==> config.mk <==
export PLATFORM = sky130hd
export DESIGN_NAME = reg_file_wb_sink
export DESIGN_NICKNAME = d
export VERILOG_FILES = /design/src/rtl/reg_file_wb_sink.sv
export SDC_FILE = /design/constraint.sdc
export NUM_CORES = 1
export LEC_CHECK = 0
export CAP_MARGIN = 20
export CORE_MARGIN = 10
export CORE_UTILIZATION = 62
export DETAILED_ROUTE_END_ITERATION = 12
export HOLD_SLACK_MARGIN = 0.06
export PLACE_DENSITY = 0.83
export SLEW_MARGIN = 20
export SYNTH_ARGS = -nofsm -noshare
export SYNTH_HDL_FRONTEND = slang
export SYNTH_HIERARCHICAL = 1
export SYNTH_SLANG_ARGS = --single-unit
==> constraint.sdc <==
create_clock -name clk -period 4.01 [get_ports clk]
set_clock_uncertainty 0.1 [all_clocks]
set_input_delay 0.401 -clock clk [delete_from_list [all_inputs] [get_ports clk]]
set_output_delay 0.401 -clock clk [all_outputs]
set_load 0.02 [all_outputs]
==> src/rtl/reg_file_wb_sink.sv <==
// Architectural register file fed by the writeback stage; two registered read
// ports with same-cycle write bypass, plus a saturating committed-write counter.

module reg_file_wb_sink_rdport #(
  parameter int DATA_W = 8
) (
  input  logic              clk,
  input  logic              rst_n,
  input  logic              rd_en,
  input  logic              flush,
  input  logic              byp_hit,
  input  logic [DATA_W-1:0] byp_data,
  input  logic [DATA_W-1:0] rf_data,
  output logic [DATA_W-1:0] rd_data,
  output logic              byp
);
  logic [DATA_W-1:0] data_q, data_d;
  logic              byp_q, byp_d;

  // flush outranks the advance strobe
  always_comb begin
    data_d = data_q;
    byp_d  = byp_q;
    if (flush) begin
      data_d = '0;
      byp_d  = 1'b0;
    end else if (rd_en) begin
      data_d = byp_hit ? byp_data : rf_data;
      byp_d  = byp_hit;
    end
  end

  always_ff @(posedge clk or negedge rst_n) begin
    if (!rst_n) begin
      data_q <= '0;
      byp_q  <= 1'b0;
    end else begin
      data_q <= data_d;
      byp_q  <= byp_d;
    end
  end

  assign rd_data = data_q;
  assign byp     = byp_q;
endmodule

module reg_file_wb_sink #(
  parameter int                 DATA_W    = 8,
  parameter int                 ADDR_W    = 3,
  parameter logic [DATA_W-1:0]  RESET_VAL = '0,
  parameter int                 CNT_W     = 8
) (
  input  logic              clk,
  input  logic              rst_n,
  input  logic              wb_we,
  input  logic [ADDR_W-1:0] wb_waddr,
  input  logic [DATA_W-1:0] wb_wdata,
  input  logic              rd_en,
  input  logic              flush,
  input  logic [ADDR_W-1:0] rd_addr_a,
  input  logic [ADDR_W-1:0] rd_addr_b,
  output logic [DATA_W-1:0] rd_data_a,
  output logic [DATA_W-1:0] rd_data_b,
  output logic              byp_a,
  output logic              byp_b,
  output logic [CNT_W-1:0]  wr_count
);
  localparam int NREG  = 2**ADDR_W;
  localparam int NPORT = 2;

  logic [NREG-1:0][DATA_W-1:0]  regs_q;
  logic [NREG-1:0]              we_vec;
  logic [CNT_W-1:0]             cnt_q, cnt_d;
  logic [NPORT-1:0][ADDR_W-1:0] rd_addr;
  logic [NPORT-1:0][DATA_W-1:0] rd_data;
  logic [NPORT-1:0]             byp;

  // wb_we gates the decode so an unknown wb_waddr cannot reach any register
  always_comb begin
    we_vec = '0;
    for (int i = 0; i < NREG; i++)
      we_vec[i] = wb_we && (wb_waddr == ADDR_W'(i));
  end

  always_ff @(posedge clk or negedge rst_n) begin
    if (!rst_n) begin
      for (int i = 0; i < NREG; i++) regs_q[i] <= RESET_VAL;
    end else begin
      for (int i = 0; i < NREG; i++)
        if (we_vec[i]) regs_q[i] <= wb_wdata;
    end
  end

  always_comb begin
    cnt_d = cnt_q;
    if (wb_we && (cnt_q != {CNT_W{1'b1}})) cnt_d = cnt_q + 1'b1;
  end

  always_ff @(posedge clk or negedge rst_n) begin
    if (!rst_n) cnt_q <= '0;
    else        cnt_q <= cnt_d;
  end

  assign rd_addr = {rd_addr_b, rd_addr_a};

  for (genvar p = 0; p < NPORT; p++) begin : g_rd
    logic hit;
    assign hit = wb_we && (wb_waddr == rd_addr[p]);
    reg_file_wb_sink_rdport #(.DATA_W(DATA_W)) u_port (
      .clk      (clk),
      .rst_n    (rst_n),
      .rd_en    (rd_en),
      .flush    (flush),
      .byp_hit  (hit),
      .byp_data (wb_wdata),
      .rf_data  (regs_q[rd_addr[p]]),
      .rd_data  (rd_data[p]),
      .byp      (byp[p])
    );
  end

  assign rd_data_a = rd_data[0];
  assign rd_data_b = rd_data[1];
  assign byp_a     = byp[0];
  assign byp_b     = byp[1];
  assign wr_count  = cnt_q;
endmodule

* Word-level counts from Yosys, hierarchy flattened
Index checks and enable logic that the tools add are counted.
Storage, ports and cells: logic and storage cells 53, input bits 22, output and inout port bits 26, flip-flop bits (word level) 90
Cells by class: magnitude comparators 2, multiplexer cells 14, reductions and logical operators 13, equal/unequal tests 10, add/sub/neg operators 1
Operators with widths (number):
- $mux 8 | 8
- $bmux 8 s3 | 2
- $eq 3x3->1 const B | 4
- $logic_and 1x1->1 | 11
- $add 8x1->8 const B | 1
- $lt 3x4->1 const B | 2
- $ne 8x8->1 const B | 1
- $eq 3x2->1 const B | 2
- $eq 3x3->1 | 2
- $mux 1 | 4
- $eq 3x1->1 const B | 1
- $logic_not 3->1 | 1
- $reduce_bool 2->1 | 1

* Longest topological paths before layout
Gate-level depths: netlist (run 1).
depth in word-level cells 5, mapped depth 7, gate-level depth less buffers 5

* By module
Netlist (run 1), hierarchy kept.
By module, submodules not included:
- reg_file_wb_sink | cells an instance 247, times used 1, seq. area each 1801.7 µm², area each 4038.9 µm²
- reg_file_wb_sink_rdport | cells an instance 39, times used 2, seq. area each 225.2 µm², area each 442.9 µm²

* Worst setup path after synthesis (run 1)
OpenSTA, ideal clock, no wires.
path type input-to-reg, from input port rd_addr_b[0], to register g_rd[1].u_port.data_q[0], buffers on the path 2, setup slack 2149 ps, setup time 136 ps, stages on the path 6, data required time 3774 ps, data arrival time 1625 ps, cell sequence buf_6 -> buf_12 -> mux4_1 -> mux2_2 -> mux2i_1 -> a211oi_1
Between the ends: word-level cells in the longest chain between the ends 5, elaborated cells between the ends (all ways) 7, classes of those cells eq/ne: 1; mux: 5; reduce/logical: 1
RTL lines:
- start: declaration | RTL line 61 | input logic [ADDR_W-1:0] rd_addr_b,
- $bmux 8 s3 / $eq 3x3->1 (equally long branches) | RTL line 116, 108
- $mux 8 (implied by the code) / $logic_and 1x1->1 (equally long branches) | RTL line 116, 108
- $mux 8 (*) | RTL line 28 | data_d = byp_hit ? byp_data : rf_data;
- $mux 8 (*) | RTL line 27 | end else if (rd_en) begin
- $mux 8 (*) | RTL line 24 | if (flush) begin
- end signal: assignment | RTL line 38 | data_q <= data_d;
- end: declaration | RTL line 17 | logic [DATA_W-1:0] data_q, data_d;
Mark *: on every way between the ends. The rest lies on a longest branch, timed or not. The select of a mux whose other input is x is not followed. A chain may end at the register's enable or synchronous reset.

* Worst setup path after layout (run 1)
from input port rd_addr_b[0], to register g_rd[1].u_port.data_q[4]
The elaborated chain is that of the path after synthesis.

==> flow_metrics.py, run 1 <==
metrics = {
    "die": {
        "die_h_um": 109,
        "die_w_um": 109,
        "coreArea_sq_mm": 0.00773,
        "io_pins": 48,
        "die_area_sq_mm": 0.0119,
        "placementRows": 32,
        "initial_utilization_pct": 63.7,
    },
    "final_layout": {
        "design_area_sq_mm": 0.00563,
        "syn_to_final_growth_pct": 14.4,
        "diodes": 0,
        "layout_common_cells": "dfrtp_1 (90), mux2_2 (82), clkdlybuf4s50_1 (45), mux4_1 (31)",
        "final_cell_count_no_fill": 477,
        "fin_util_pct": 72.9,
        "num-nets-final": 393,
        "final_common_cell": "dfrtp_1",
        "drive_above_1_share_pct": 31.2,
    },
    "run_status": {
        "status": "completed",
    },
    "timing": {
        "fin_tns_setup_ns": 0,
        "grt_setup_unrepaired": "no",
        "finalHoldViolCount": 0,
        "setup_viol_count_final": 0,
        "relSlewSlack_pct": 41.0,
        "worst_pin_slew_ns": 0.880,
        "fin_crit_sh_pct": 63.0,
        "slew_viol_final": 0,
        "max_freq_mhz": 396,
        "layout_min_cycle_time_ns": 2.53,
    },
    "placement": {
        "place_inst": 460,
        "dpl_cell_area_sq_mm": 0.00540,
        "post-dp-hpwl_mm": 7.15,
        "portBuffers": 47,
        "place_congestion": 0.781,
    },
    "synth": {
        "synth_cell_types": 32,
        "synth_seq_cells": 90,
        "synth_simple_gate_area_share_pct": 5.97,
        "synth_top_flop_cell": "dfrtp_1",
        "yosysWarnings": 6,
        "syn_inst": 325,
        "avgSynthCellArea_sq_um": 15.2,
        "synth-compound-area-share_pct": 3.28,
        "synth_xor_area_share_pct": 1.60,
        "syn_nets": 348,
        "muxShareOfSynthArea_pct": 39.6,
        "synth-seq-area-share_pct": 45.7,
        "synth_edf_count": 0,
        "synth_adder_area_share_pct": 0.254,
        "async_flop_share_pct": 100,
        "synth_top_family_by_area": "multiplexers",
        "synthesis.area_sq_mm": 0.00492,
    },
    "grt": {
        "grt_pass1_vias": 3181,
        "antenna_found_initial": 0,
        "track_usage_pct": 19.5,
        "gr-total-overflow": 0,
        "grt_pass1_wl_mm": 17.7,
        "grt_max_degree": 66,
    },
    "power": {
        "p_leak_nw": 2.36,
        "cellPowerDensity_mw_per_mm2": 487,
        "irDropWorstVdd_mv": 0.231,
        "power.total_mw": 2.74,
    },
    "route": {
        "totalWireLength_mm": 11.0,
        "vias": 3072,
        "drc": 0,
        "routedWlPerCell_um": 23.1,
        "drt_iter0_markers": 173,
        "antenna_left": 0,
        "first_pass_iters": 4,
        "vias_per_cell": 6.44,
    },
    "hold_path": {
        "hold_path_class": "reg -> reg",
        "worstHoldStart": "regs_q[16]",
    },
    "clocking": {
        "numCtsBuffers": 9,
        "post_cts_buffers": 0,
        "clk-insertion-delay-late_ns": 0.36,
        "htree_levels": 3,
        "clk_pin_slew_ns": 0.10,
        "clockBufferDepth": 2,
        "hold_buffers": 1,
        "clockRootBuffer": "clkbuf_8",
        "cts_tree": "yes",
        "cts_resized": 0,
        "cts.sinks": 90,
    },
    "critical_path": {
        "path_cells": "clkdlybuf4s50_1, buf_4, mux4_1, mux2_2, mux2i_1, a211oi_1",
        "crit_path_start_kind": "input port",
        "required_ns": 4.11,
        "crit_fanout": 9,
        "cp_top_family": "buffers and inverters",
        "critPathLaunch": "rd_addr_b[0]",
        "critPathKind": "in -> reg",
        "cp-end-kind": "flop",
        "max_stage_delay_ns": 0.82,
        "crit_slowest_cell": "clkdlybuf4s50_1",
        "reg2reg_from": "regs_q[55]",
        "cp.buffers_inverters": 2,
        "critical_path_arrival_ns": 2.63,
    },
    "run": {
        "max-cap-violations": 0,
    },
}
-- final cells by class --
class,instances,area [sq um]
multi-input cells,213,2500
flip-flops and latches,90,2250
fillers,495,2090
repair buffers,56,533
well taps,102,128
clock buffers,9,124
clock inverters,7,100
-- state kept, by name, indices dropped and copies added (netlist names) --
signal               flops
g_rd.u_port/byp          2
g_rd.u_port/rd_data     16
regs_q                  64
wr_count                 8
-- stage by stage --
stage / hold slack (ns) / setup WS, ns
floorplan: 0.00541 / 2.15
global placement: 0.395 / 1.17
detailed placement: 0.409 / 1.15
CTS: 0.430 / 1.48
global route: 0.452 / 1.36
finish: 0.428 / 1.48
-- per-layer routing --
| layer | wire (um) | track usage (%) |
|---|---|---|
| met5 | 0 | 0 |
| met3 | 735 | 4.60 |
| met1 | 4600 | 24.9 |
| met2 | 5480 | 32.2 |
| met4 | 216 | 6.50 |
-- cell usage after synthesis, types with 2 or more instances --
cell type / instances / area share [%]
mux4_1: 31 / 17
nor2_1: 19 / 1.4
xnor2_1: 3 / 0.53
nand2_1: 8 / 0.61
mux2i_1: 19 / 3.9
xor2_1: 6 / 1.1
buf_2: 6 / 0.61
a21oi_1: 4 / 0.41
buf_1: 2 / 0.15
a211oi_1: 17 / 2.6
nand4_1: 3 / 0.38
mux2_2: 82 / 19
buf_12: 2 / 0.81
clkbuf_1: 4 / 0.30
buf_6: 6 / 1.4
nand4b_2: 2 / 0.61
dfrtp_1: 90 / 46
nor3b_4: 2 / 0.76
buf_4: 2 / 0.30
nor3_1: 4 / 0.41
nand3_1: 2 / 0.20
-- cell families (layout without fill, tap and decap cells) --
kind of cell               count (synthesis)  in the layout
DFF                                       90             90
adders and majority gates                  1              1
AOI/OAI and AO/OA                         23             23
and+or+nand+nor                           47             47
xor gates and xnor gates                   9              9
muxes                                    133            133
buffers and inverters                     22             72
-- worst register-to-register path, cell delays in order, from the launching register on --
cell	delay [ns]
dfrtp_1	0.43
mux4_1	0.51
mux2_2	0.27
mux2i_1	0.24
a211oi_1	0.12
-- power by group --
| part | switching, mW | internal (mW) | total, mW |
|---|---|---|---|
| Clock | 0.347 | 0.358 | 0.705 |
| Sequential | 0.173 | 1.10 | 1.28 |
| Combinational | 0.314 | 0.450 | 0.764 |
-- final timing paths --
path / to / slack, ns / depth (start not counted)
min in group asynchronous: wr_count[5] / 0.55 / 2
worst min register to register: regs_q[16] / 0.43 / 1
worst max register to register: g_rd[0].u_port/rd_data[7] / 2.19 / 4
worst min-delay path: regs_q[16] / 0.43 / 1
max in group asynchronous: regs_q[60] / 2.36 / 3
worst max-delay path: g_rd[1].u_port/rd_data[4] / 1.48 / 6
(Power assumes the default switching activity.)
==> inputs of run 2 (changes only) <==
--- a/config.mk
+++ b/config.mk
@@ -7,10 +7,10 @@
 export LEC_CHECK = 0
 export CAP_MARGIN = 20
 export CORE_MARGIN = 10
-export CORE_UTILIZATION = 62
+export CORE_UTILIZATION = 52
 export DETAILED_ROUTE_END_ITERATION = 12
 export HOLD_SLACK_MARGIN = 0.06
-export PLACE_DENSITY = 0.83
+export PLACE_DENSITY = 0.74
 export SLEW_MARGIN = 20
 export SYNTH_ARGS = -nofsm -noshare
 export SYNTH_HDL_FRONTEND = slang
==> constraint.sdc (replaced) <==
create_clock -name clk -period 2.08 [get_ports clk]
set_clock_uncertainty 0.1 [all_clocks]
set_input_delay 0.208 -clock clk [delete_from_list [all_inputs] [get_ports clk]]
set_output_delay 0.208 -clock clk [all_outputs]
set_load 0.02 [all_outputs]
==> flow_metrics.py, run 2 (synthesized netlist as in run 1, its figures left out) <==
metrics = {
    "final_layout": {
        "nFillCells": 679,
        "syn_to_final_growth_pct": 20.3,
        "num-nets-final": 411,
        "diodes": 0,
        "layout_common_cells": "dfrtp_1 (90), mux2_2 (82), clkdlybuf4s50_1 (46), mux4_1 (31), nor2_1 (19)",
        "final_cell_count_no_fill": 522,
        "fin_util_pct": 64.1,
        "drive_above_1_share_pct": 34.4,
        "final_common_cell": "dfrtp_1",
        "top_register": "regs_q",
        "largest_reg_flops": 64,
        "design_area_sq_mm": 0.00593,
    },
    "run_status": {
        "status": "completed",
    },
    "hold_path": {
        "hold_path_class": "in -> async",
    },
    "grt": {
        "antenna_found_initial": 0,
        "grt_pass1_wl_mm": 18.5,
        "gr-total-overflow": 0,
        "grt_pass1_vias": 3269,
        "grt_max_degree": 47,
        "track_usage_pct": 16.6,
    },
    "route": {
        "drt_iter0_markers": 258,
        "totalWireLength_mm": 11.3,
        "drc": 0,
        "routedWlPerCell_um": 21.7,
        "vias": 3126,
        "antenna_left": 0,
        "vias_per_cell": 5.99,
        "first_pass_iters": 4,
    },
    "timing": {
        "slew_viol_final": 0,
        "fin_crit_sh_pct": 96.5,
        "layout_min_cycle_time_ns": 2.01,
        "finalHoldViolCount": 0,
        "setup_viol_count_final": 0,
        "fin_tns_setup_ns": 0,
        "worst_pin_slew_ns": 0.743,
        "hold_ws_ns": 0.288,
        "relSlewSlack_pct": 50.3,
        "max_freq_mhz": 498,
        "grt_setup_unrepaired": "no",
    },
    "critical_path": {
        "r2r_setup_slack_ns": 0.27,
        "reg2reg_from": "regs_q[3]",
        "critical_path_arrival_ns": 2.12,
        "worst-r2r-cell-count": 4,
        "crit_path_start_kind": "input port",
        "critPathKind": "in -> reg",
        "crit_fanout": 17,
        "crit_end": "g_rd[1].u_port/rd_data[2]",
        "cp-end-kind": "flop",
        "required_ns": 2.19,
        "critPathLaunch": "rd_addr_b[0]",
        "rr_endpoint": "g_rd[1].u_port/rd_data[3]",
    },
    "clocking": {
        "clk-insertion-delay-late_ns": 0.37,
        "clockBufferDepth": 2,
        "cts_tree": "yes",
        "clk_pin_slew_ns": 0.11,
        "htree_levels": 3,
        "clockRootBuffer": "clkbuf_8",
        "numCtsBuffers": 9,
        "cts.sinks": 90,
    },
    "die": {
        "coreArea_sq_mm": 0.00924,
        "die_area_sq_mm": 0.0138,
        "die_w_um": 117,
        "placementRows": 35,
        "io_pins": 48,
        "die_h_um": 117,
        "initial_utilization_pct": 53.3,
    },
    "power": {
        "p_switching_mw": 1.62,
        "clockPowerShare_pct": 25.0,
        "switching_share_pct": 30.3,
        "cellPowerDensity_mw_per_mm2": 902,
        "irDropWorstVdd_mv": 0.400,
        "pwr-share-comb_pct": 29.0,
        "p_leak_nw": 2.49,
        "seq_power_share_pct": 46.0,
        "p_int_mw": 3.73,
    },
    "placement": {
        "post-dp-hpwl_mm": 7.76,
        "place_congestion": 0.833,
        "place_inst": 505,
        "dpl_cell_area_sq_mm": 0.00569,
        "portBuffers": 47,
    },
    "run": {
        "max-cap-violations": 0,
    },
}
[run 2: routing by layer]
metal / vias to the layer above / GRT usage (%) / wire (um)
met1: 1603 / 21.7 / 4840
met4: 0 / 4.46 / 119
li1: 1406 / - / -
met3: 12 / 4.65 / 809
met2: 105 / 26.4 / 5570
met5: - / 0 / 0
[run 2: what timing repair did]
item	CTS	global route
setup endpoints to repair	0	1
buffers inserted	0	0
endpoints found under the hold margin	42	0
resized for setup	0	1
hold buffers	1	0
[run 2: worst min-delay path by stage]
stage | to | cells after the start | slack, ns | startpoint
2_1_floorplan | g_rd[0].u_port/byp | 0 | -0.19 | rst_n
3_3_place_gp | g_rd[0].u_port/byp | 1 | 0.16 | rst_n
3_5_place_dp | g_rd[1].u_port/rd_data[3] | 1 | 0.16 | rst_n
4_1_cts | g_rd[1].u_port/rd_data[1] | 2 | 0.30 | rst_n
5_1_grt | g_rd[1].u_port/rd_data[1] | 2 | 0.33 | rst_n
6_report | g_rd[1].u_port/rd_data[1] | 2 | 0.29 | rst_n
[run 2: through the flow]
stage / total power, mW / worst slack (ns)
finish: 5.35 / 0.0722
global route: 5.64 / 0.0336
CTS: 5.37 / 0.0731
detailed placement: 4.03 / -0.297
global placement: 3.95 / -0.258
floorplan: 3.42 / 0.365
[run 2: power groups by stage]
stage	sequential (mW)	combinational, mW	clock (mW)
detailed placement	2.48	1.55	0
floorplan	2.50	0.915	0
CTS	2.45	1.56	1.36
global placement	2.45	1.50	0
finish	2.46	1.55	1.34
global route	2.52	1.67	1.45
[run 2: worst max-delay path, cell delays in order]
cell and delay, ns:
clkdlybuf4s50_1 0.51, buf_12 0.19, mux4_1 0.59, mux2_2 0.28, mux2i_1 0.22, a211oi_1 0.12
[run 2: final cells by class]
type                    count  area [sq um]  area share, %
well taps                 129           161           2.72
repair buffers             74           786           13.3
multi-input cells         213          2500           42.2
clock inverters             7           101           1.71
flip-flops and latches     90          2250           38.0
clock buffers               9           124           2.09
==> edit 1: new RTL, settings of run 1 <==
Register the input `wb_waddr` before use, cleared by the reset. The logic sees it one clock later. The other inputs are not delayed to match.
--- a/src/rtl/reg_file_wb_sink.sv
+++ b/src/rtl/reg_file_wb_sink.sv
@@ -69,4 +69,14 @@
   localparam int NPORT = 2;
 
+  logic [ADDR_W-1:0] wb_waddr_q;
+
+  always_ff @(posedge clk or negedge rst_n) begin
+    if (!rst_n) begin
+      wb_waddr_q <= '0;
+    end else begin
+      wb_waddr_q <= wb_waddr;
+    end
+  end
+
   logic [NREG-1:0][DATA_W-1:0]  regs_q;
   logic [NREG-1:0]              we_vec;
@@ -80,5 +90,5 @@
     we_vec = '0;
     for (int i = 0; i < NREG; i++)
-      we_vec[i] = wb_we && (wb_waddr == ADDR_W'(i));
+      we_vec[i] = wb_we && (wb_waddr_q == ADDR_W'(i));
   end
 
@@ -106,5 +116,5 @@
   for (genvar p = 0; p < NPORT; p++) begin : g_rd
     logic hit;
-    assign hit = wb_we && (wb_waddr == rd_addr[p]);
+    assign hit = wb_we && (wb_waddr_q == rd_addr[p]);
     reg_file_wb_sink_rdport #(.DATA_W(DATA_W)) u_port (
       .clk      (clk),
Function: changed (a bounded check fails within 4 cycles, from zero or initial values and one cycle with rst_n low).
==> edit 1 against run 1 <==
- via count decreased by 1.2%
- die area up 1.2%
- sequential cell count is 3 higher
- total power is 4.0% higher
- synthesized cell count unchanged
- cell area up 1.3%
- non-clock buffer count decreased by 6
- combinational power fell by 4.1%
- worst setup slack got worse by 160 ps
- synthesized area is 1.5% higher
- routed wire length up 1.2%
- worst hold slack got worse by 370 ps
- critical path type unchanged
==> edit 1: results (changes against run 1) <==
destination of the worst register-to-register timing path=regs_q[14]; IR drop worst, VDD=404 µV (+75%); cells taking the most area after synthesis=dfrtp_1 47%, mux2_2 19%, mux4_1 16%, mux2i_1 3.6%, a211oi_1 2.4%; highest fanout seen on the critical path=17 (+8); vias in the first global route=3088 (-2.9%); adder-cell area share of the yosys netlist=0.00250 (-0.0000375); filler cell count in the final layout=494 (-0.20%); Netlist cell types=36 (+13%); dpl cells=455 (-1.1%); Reg2Reg Launch Point=wb_waddr_q[2]; worst hold-check path type=input pin to async pin; total half-perimeter wirelength after legalization and detailed placement=7.30 mm (+2.0%); Global Route Usage Sum=0.191 (-0.00405); fraction of power spent switching nets=0.282 (-0.0214); detailed-route vias per instance=6.44 (about the same); Critical Path End=g_rd[0].u_port/rd_data[4]; layout net count=387 (-1.5%); layout cell share with drive strength beyond 1=0.309 (-0.00306); average detailed-routed wire length per instance=23.7 µm (+2.5%); headroom to the max-slew limit=0.325 (-0.0848); reg2reg setup slack=2000 ps (-190 ps); amount of wire on met3 after detailed routing=599 µm (-19%); hold_buf cts=0 (-1); path depth of the worst reg2reg path=2 (-2); result of the run=finished, final reports clean; share of the yosys chip area belonging to registers=0.466 (+0.00826); final weighted congestion in routability-driven placement=0.807 (+3.3%); M2 GR Usage=0.318 (-0.00424); Non-Filler Instances=471 (-1.3%)
[edit 1: worst min-delay path by stage]
stage               cells past startpoint  slack (ps)            endpoint  startpoint
floorplan                               0           5  g_rd[0].u_port/byp       rst_n
global placement                        1         390          regs_q[57]  regs_q[57]
detailed placement                      1         410          regs_q[40]  regs_q[40]
CTS                                     1          90          regs_q[54]       rst_n
global route                            1         140          regs_q[55]       rst_n
finish                                  1          60          regs_q[54]       rst_n
[edit 1: stage by stage]
step / worst slack, ps / util
floorplan: 2150 / -
global placement: 988 / 0.701
detailed placement: 965 / 0.700
CTS: 1350 / 0.735
global route: 1260 / 0.735
finish: 1320 / 0.735
[edit 1: critical path: cells and delay by family]
family                 cells  cell delay [ps]
buffers and inverters      1             1140
AO/OA/AOI/OAI              1              100
multiplexers               3             1160
[edit 1: cell type report]
cell class	count	area, µm²	area share
multi-input cells	210	2500	0.437
flip-flops and latches	93	2330	0.408
well taps	102	128	0.0224
repair buffers	50	485	0.0851
clock inverters	7	145	0.0254
clock buffers	9	124	0.0217
==> edit 2: new RTL, config.mk and constraints of run 1 <==
Made on the original files. `ADDR_W`: 3 -> 4.
--- a/src/rtl/reg_file_wb_sink.sv
+++ b/src/rtl/reg_file_wb_sink.sv
@@ -47,5 +47,5 @@
 module reg_file_wb_sink #(
   parameter int                 DATA_W    = 8,
-  parameter int                 ADDR_W    = 3,
+  parameter int                 ADDR_W    = 4,
   parameter logic [DATA_W-1:0]  RESET_VAL = '0,
   parameter int                 CNT_W     = 8
Ports: changed (resized rd_addr_a, rd_addr_b and wb_waddr); port bits go from 48 to 51. No check against the original RTL was run, so the function may have changed too.
==> edit 2 against run 1 <==
- synthesized area rose by 67%
- total power increased by 81%
- sequential cell count rose by 64
- largest cell class unchanged
- routed wire length grew 69%
- largest power group unchanged
- worst setup slack better by 130 ps
- critical endpoint is now regs_q[26]
- non-clock buffer count increased by 3
- clock power increased by 130%
- cell area grew 66%
==> edit 2: results (changes against run 1) <==
total half-perimeter wirelength after legalization and detailed placement=12.6 mm (+76%); Global Route Usage Sum=0.214 (+0.0182); instance count of the mapped netlist=564 (+74%); filler cell count in the final layout=791 (+60%); Synth warnings=6 (unchanged); length of the first detailed-routing pass in iterations=5 (+1); wire length of the first global-routing pass=30.4 mm (+72%); Crit. Startpoint=wb_we; pin count of the biggest net entering global routing=96 (+45%); hold path startpoint=g_rd[1].u_port/byp; DRC violation total after the first TritonRoute iteration=520 (+200%); vias in the first global route=5449 (+71%); result of the run=finished, final reports clean; Placement Cell Area=8750 µm² (+62%); CTS H-Tree Depth=4 (+1); amount of wire on met3 after detailed routing=1.50 mm (+100%); vias post-DR=5205 (+69%); top cell types by occurrence after synthesis=154 x dfrtp_1, 114 x mux2_2, 64 x mux4_2; layout cell share with drive strength beyond 1=0.411 (+0.0989); share of the yosys chip area belonging to registers=0.470 (+0.0126); cells taking the most area after synthesis=dfrtp_1 47%, mux4_2 18%, mux2_2 16%, a22oi_1 2.9%, mux2_4 2.9%; number of buffers added by the clock tree synthesis step=17 (+8); post-route met1 wirelength=7.96 mm (+73%); area of the multi-input gates=4100 µm² (+64%); final weighted congestion in routability-driven placement=0.854 (+9.4%); Largest register FFs=128 (+100%); later-pin clock latency in the skew report=420 ps (+60 ps); Static Leakage=3.85 nW (+63%); synthesized netlist net count=590 (+70%); antenna violations before repair=0 (unchanged); Reg2Reg Launch Point=regs_q[31]; Clock Tree Buf Depth=2 (unchanged); headroom to the max-slew limit=0.431 (+0.0209); cell chosen for the clock root=clkbuf_16; dpl cells=747 (+62%); Netlist cell types=36 (+13%); layout net count=621 (+58%); sum of met2 wire segment lengths after detailed routing=8.82 mm (+61%); detailed-route vias per instance=6.69 (+3.9%); clock-pin transition on the worst setup and hold timing paths=60 ps (-40 ps); average detailed-routed wire length per instance=24.0 µm (+3.9%); Setup Slack @ Placement=1190 ps (+46.5 ps); count of input and output buffers=50 (+6.4%); IR drop worst, VDD=390 µV (+69%); highest fanout seen on the critical path=12 (+3)
==> edit 2: cell types whose count changed after synthesis, moves of 12 or more <==
cell and delta:
mux2_2 +32, mux4_1 -31, a22oi_1 +32, mux4_2 +63, clkbuf_1 +12, nand2_1 +15
dfrtp_1 +64, mux2_4 +16
==> edit 2: critical path: stages <==
cell and delay [ps]:
clkdlybuf4s50_1 760, nor3b_2 370, nor2b_1 650, mux2_2 410
==> edit 2: layer usage <==
layer,GRT usage,vias up
met4,0.0873,0
met1,0.283,2715
met2,0.326,233
met5,0,-
li1,-,2216
met3,0.0582,41
==> edit 2: where the power goes <==
group / total, mW / switching [mW] / internal, mW
sequential: 2.19 / 0.284 / 1.91
clock: 1.59 / 0.603 / 0.988
combinational: 1.19 / 0.474 / 0.717
==> edit 2: timing repair <==
item | 4_1_cts | 5_1_grt
endpoints found under the hold margin | 94 | 0
hold buffers | 1 | 0
endpoints found under the setup margin | 0 | 0
==> edit 2: kinds of logic (layout without fill, tap and decap cells) <==
logic type	after synthesis	after routing	synth area share
fa+ha+maj	1	1	0.00153
mux	213	213	0.385
flops	154	154	0.470
buf+inv	47	89	0.0314
simple gates	84	84	0.0520
xor+xnor	12	12	0.0128
compound gates	53	53	0.0473
==> edit 2: layout make-up <==
type	instances	area share
Multi-Input combinational cell	363	0.439
Sequential cell	154	0.413
Timing Repair Buffer	59	0.0623
Clock buffer	23	0.0533
Tap cell	172	0.0230
Clock inverter	7	0.00965
==> edit 2: final timing paths <==
kind,cells past startpoint,end,slack [ps]
setup / recovery,4,regs_q[26],1610
hold / removal,2,g_rd[1].u_port/byp,420
setup reg to reg,5,g_rd[0].u_port/rd_data[7],2140
hold reg to reg,2,g_rd[1].u_port/byp,420
max in group asynchronous,3,regs_q[22],2470
min in group asynchronous,2,wr_count[7],540
